<file path="config.mk">
export PLATFORM = sky130hd
export DESIGN_NAME = led_strip_frame_scheduler
export DESIGN_NICKNAME = d
export VERILOG_FILES = /design/src/rtl/led_strip_pkg.sv /design/src/rtl/led_strip_frame_scheduler_map.sv /design/src/rtl/led_strip_frame_scheduler.sv
export SDC_FILE = /design/constraint.sdc
export NUM_CORES = 1
export LEC_CHECK = 0
export CORE_ASPECT_RATIO = 0.6
export CORE_MARGIN = 2
export CORE_UTILIZATION = 35
export DETAILED_ROUTE_END_ITERATION = 8
export HOLD_SLACK_MARGIN = 0.05
export PLACE_DENSITY = 0.69
export SLEW_MARGIN = 30
export SYNTH_ARGS = -nofsm -noshare
export SYNTH_HDL_FRONTEND = slang
export SYNTH_SLANG_ARGS = --single-unit
</file>
<file path="constraint.sdc">
create_clock -name clk -period 2 [get_ports clk]
set_input_delay 0.4 -clock clk [delete_from_list [all_inputs] [get_ports clk]]
set_output_delay 0.4 -clock clk [all_outputs]
set_load 0.03 [all_outputs]
</file>
<file path="src/rtl/led_strip_pkg.sv">
// rtl/led_strip_pkg.sv - shared states and framing constants for the LED strip frame scheduler
package led_strip_pkg;

    typedef enum logic [2:0] {
        IDLE,
        START,
        FETCH,
        PIXEL,
        END,
        DONE
    } state_t;

    localparam int          START_BITS = 32;
    localparam int          WORD_BITS  = 32;
    localparam logic [2:0]  HDR        = 3'b111;
    localparam int          ROW_LEN    = 8;

endpackage

</file>
<file path="src/rtl/led_strip_frame_scheduler_map.sv">
// rtl/led_strip_frame_scheduler_map.sv - physical LED to logical pixel address; LED_SERPENTINE_EN selects snake wiring
module led_serpentine_map
    import led_strip_pkg::*;
(
    input  logic [5:0] p,
    output logic [5:0] addr
);

`ifdef LED_SERPENTINE_EN
    // Even physical rows run right-to-left on the snake-wired matrix.
    always_comb begin
        addr = p;
        if (!p[3]) begin
            addr = {p[5:3], 3'(ROW_LEN - 1) - p[2:0]};
        end
    end
`else
    assign addr = p;
`endif

endmodule

</file>
<file path="src/rtl/led_strip_frame_scheduler.sv">
// rtl/led_strip_frame_scheduler.sv - round-robin frame arbiter and APA102-style serialiser; LED_SERPENTINE_EN selects pixel mapping
module led_strip_frame_scheduler
    import led_strip_pkg::*;
#(
    parameter int NUM_LEDS = 64,
    parameter int END_BITS = 32
) (
    input  logic        clk,
    input  logic        reset,
    input  logic [1:0]  frame_req,
    output logic [1:0]  frame_gnt,
    output logic [1:0]  frame_done,
    input  logic [4:0]  bright,
    output logic        pix_rd,
    output logic [5:0]  pix_addr,
    input  logic [23:0] pix_data,
    output logic        busy,
    output logic        sclk,
    output logic        sdat
);

    localparam int EW = $clog2(END_BITS + 1);

    state_t          state;
    state_t          state_nx;
    logic            phase;
    logic [4:0]      bit_cnt;
    logic [5:0]      led;
    logic [EW-1:0]   end_cnt;
    logic [31:0]     shreg;
    logic [4:0]      bright_q;
    logic            last_gnt;
    logic [1:0]      win;
    logic [5:0]      map_addr;
    logic            word_end;
    logic            last_led;
    logic            end_last;

    led_serpentine_map u_map (
        .p    (led),
        .addr (map_addr)
    );

    assign word_end = phase && (bit_cnt == 5'd31);
    assign last_led = (led == 6'(NUM_LEDS - 1));
    assign end_last = phase && (end_cnt == EW'(END_BITS - 1));
    assign busy     = (state != IDLE);
    assign pix_addr = pix_rd ? map_addr : 6'd0;

    always_comb begin
        case (frame_req)
            2'b01:   win = 2'b01;
            2'b10:   win = 2'b10;
            2'b11:   win = last_gnt ? 2'b01 : 2'b10;
            default: win = 2'b00;
        endcase
    end

    always_ff @(posedge clk) begin
        if (reset) begin
            state <= IDLE;
        end else begin
            state <= state_nx;
        end
    end

    always_comb begin
        state_nx   = state;
        sclk       = 1'b0;
        sdat       = 1'b0;
        pix_rd     = 1'b0;
        frame_done = 2'b00;
        case (state)
            IDLE: begin
                if (|frame_req) state_nx = START;
            end
            START: begin
                sclk = phase;
                if (word_end) state_nx = FETCH;
            end
            FETCH: begin
                pix_rd = !phase;
                if (phase) state_nx = PIXEL;
            end
            PIXEL: begin
                sclk = phase;
                sdat = shreg[31];
                if (word_end) state_nx = last_led ? END : FETCH;
            end
            END: begin
                sclk = phase;
                sdat = 1'b1;
                if (end_last) state_nx = DONE;
            end
            DONE: begin
                frame_done = frame_gnt;
                state_nx   = IDLE;
            end
            default: state_nx = IDLE;
        endcase
    end

    always_ff @(posedge clk) begin
        if (reset) begin
            phase     <= 1'b0;
            bit_cnt   <= 5'd0;
            led       <= 6'd0;
            end_cnt   <= '0;
            shreg     <= 32'd0;
            bright_q  <= 5'd0;
            frame_gnt <= 2'b00;
            last_gnt  <= 1'b1;
        end else begin
            case (state)
                IDLE: begin
                    phase   <= 1'b0;
                    bit_cnt <= 5'd0;
                    led     <= 6'd0;
                    end_cnt <= '0;
                    if (|frame_req) begin
                        frame_gnt <= win;
                        last_gnt  <= win[1];
                        bright_q  <= bright;
                    end
                end
                START: begin
                    phase <= ~phase;
                    if (phase) bit_cnt <= bit_cnt + 5'd1;
                end
                FETCH: begin
                    phase <= ~phase;
                    // Strip expects B,G,R after the brightness header.
                    if (phase) begin
                        shreg <= {HDR, bright_q, pix_data[7:0], pix_data[15:8], pix_data[23:16]};
                    end
                end
                PIXEL: begin
                    phase <= ~phase;
                    if (phase) begin
                        bit_cnt <= bit_cnt + 5'd1;
                        shreg   <= {shreg[30:0], 1'b0};
                        if (bit_cnt == 5'd31 && !last_led) led <= led + 6'd1;
                    end
                end
                END: begin
                    phase <= ~phase;
                    if (phase) end_cnt <= end_cnt + 1'b1;
                end
                DONE: begin
                    frame_gnt <= 2'b00;
                end
                default: ;
            endcase
        end
    end

endmodule

</file>
==> impl_metrics.ini <==
[outcome]
outcome = finished, final reports clean

[yosys]
netlist_top_cells_count = 71 x nand2_1, 61 x dfxtp_1, 51 x nor2_1
async_flop_share_pct = 0
yosysTopAreaCellShare_pct = 42.7
ys_seq_elements = 61
yosys.area.top_type = dfxtp_1
synth_cell_types = 47
syn_area_um2 = 2860
synthFlopType = dfxtp_1
synth-warning-count = 0
ys_top_cells_by_area = dfxtp_1 43%, nand2_1 9.3%, a311oi_1 8.9%
post-synth-top-count-cell = nand2_1
synthesis.nets = 385
synthCells = 348
synth_edf_count = 0
syn_avg_cell_area_um2 = 8.23
ys_seq_area_share_pct = 42.7

[cells_and_area]
final_nets = 434
stdcell_count = 510
design_area_um2 = 3810
final_core_util_pct = 48.1
fillers = 774
drive_above_1_share_pct = 16.7
diodes = 0
area_growth_pct = 33.0

[floorplan]
die_h_um = 74.1
io_pins = 47
start_util_pct = 36.2
rows = 25
coreArea_um2 = 7910
die-area_um2 = 8940
fp.dieW_um = 121

[power]
p_leak_nw = 1.38
power_frac_clock_pct = 38.5
p_int_mw = 2.86
seqPwrFrac_pct = 36.1
irDropWorstVdd_v = 0.000464
switchingPower_mw = 1.27
swShare_pct = 30.7
total_power_mw = 4.13
power_density_nw_per_um2 = 1080
combPwrFrac_pct = 25.4

[timing]
final_hold_viol_count = 0
fin_hold_ws_ns = 0.446
max_slew_margin_pct = 76.3
rsz0062_at_grt = yes
min_period_ns = 1.94
final.period_utilization_pct = 97.2
finalClockSkew_ns = 0.00388
finalSetupViolCount = 0
worst_pin_slew_ns = 0.354
slew_viol_final = 0
fmax_mhz = 514

[setup_path]
start_kind = flip-flop
worstSetupEndpointType = output port
crit_arrival_ns = 1.54
critPathKind = reg2out
critPathMaxFanout = 8
cp.required_ns = 1.60

[cts]
clk_latency_ns = 0.33
htreeDepth = 3
clock_sink_count = 61
root_buffer = clkbuf_16
cts_max_path_buffers = 2
numCtsBuffers = 9
tritoncts = done
path_clk_slew_ns = 0.05

[place]
port_buffers = 46
dp.final_hpwl_mm = 4.64
gp_congestion = 0.791
placed_cells = 492
placed_area_um2 = 3430

[drt]
drtPass1Iterations = 4
wire_per_inst_um = 13.6
viasPerCell = 5.21
ant_nets = 0
wl_mm = 6.94
drc = 0
vias = 2659
initialDrtViolationCount = 230

[global_routing]
overflow = 0
grt_first_pass_wirelength_mm = 11.1
grt_max_degree = 65
antenna_found_initial = 0
track_usage_pct = 15.9
grt_pass1_vias = 2302

[run]
drv_cap = 0

[hold_path]
hp-class = in2reg
-- layout by cell type (no fill, tap or decap), drive strengths merged, types with 3 or more instances in the layout --
cell type,Yosys,final
nand2,71,71
dfxtp,61,61
nor2,52,52
clkdlybuf4s50,0,33
buf,17,30
a311oi,29,29
clkbuf,9,13
nand3,12,12
a21oi,11,11
nand4,9,9
and2,9,9
mux2i,6,6
xor2,5,5
nor3,5,5
a31oi,4,4
a211oi,4,4
ha,4,4
nand2b,3,3
and3,3,3
o21a,3,3
inv,3,3
or2,3,3
-- final timing paths --
path                              endpoint  depth (start not counted)  slack (ns)                    start
setup / recovery               pix_addr[4]                          5        0.06    state[0]$_SDFFE_PP0P_
setup reg to reg       led[0]$_SDFFE_PP0P_                          8        0.06  bit_cnt[1]$_SDFFE_PP0P_
hold reg to reg     shreg[16]$_SDFFE_PP0P_                          2        0.47   shreg[15]$_SDFFE_PP0P_
hold / removal    bright_q[1]$_SDFFE_PP0P_                          2        0.45                    reset
-- metrics by stage --
| step | TNS, ns | worst slack, ns |
|---|---|---|
| 2_1_floorplan | 0 | 0.0762 |
| 3_3_place_gp | -0.00672 | -0.00672 |
| 3_5_place_dp | -0.0579 | -0.0579 |
| 4_1_cts | 0 | 0.00641 |
| 5_1_grt | -0.00552 | -0.00452 |
| 6_report | 0 | 0.0550 |
-- power by group through the flow --
stage | Sequential (mW) | Combinational, mW | Clock, mW
floorplan | 1.45 | 0.757 | 0
global placement | 1.49 | 1.00 | 0
detailed placement | 1.50 | 1.02 | 0
CTS | 1.48 | 1.03 | 1.62
global route | 1.50 | 1.16 | 1.67
finish | 1.49 | 1.05 | 1.59
-- worst max-delay path, stage by stage (launching register included) --
cell     delay (ns)
dfxtp_4        0.37
buf_6          0.14
nor4_4         0.25
buf_4          0.19
and2_1         0.14
buf_6          0.13
-- sequential cells by signal, indices dropped and copies added, names as in the netlist --
signal,count
phase,1
led,6
state,3
shreg,32
bit_cnt,5
bright_q,5
frame_gnt,2
end_cnt,6
last_gnt,1
-- layer usage --
layer  share of wire [%]  routed length [um]  global-route usage, %
met1                  52                3620                   22.9
met2                  41                2860                   21.9
met3                 5.6                 385                   5.83
met4                 1.1                  73                   4.91
met5                   0                   0                      0
-- area by class of cell --
type                            count  area, um2  area share (%)
Inverter                            4       15.0           0.394
Timing Repair Buffer               64        601            15.8
Clock inverter                      3       42.5            1.12
Clock buffer                       13        270            7.10
Multi-Input combinational cell    257       1520            39.8
Tap cell                          108        135            3.55
Sequential cell                    61       1230            32.3
-- cell families (layout without fill, tap and decap cells) --
logic type / Yosys count / after routing / synth area share, %
AND/OR/NAND/NOR: 177 / 177 / 28.4
AO/OA/AOI/OAI: 64 / 64 / 17.7
flip-flops: 61 / 61 / 42.7
buffers and inverters: 30 / 84 / 5.51
multiplexers: 7 / 7 / 2.49
XOR/XNOR: 5 / 5 / 1.53
adder cells (fa/ha/maj): 4 / 4 / 1.75
-- what timing repair did --
action,in CTS,in global routing
endpoints found under the setup margin,10,11
hold buffers,0,0
pin swaps,1,2
setup buffers,1,1
gates resized for setup,2,18
Note: power is estimated with default switching activity, not from simulation.
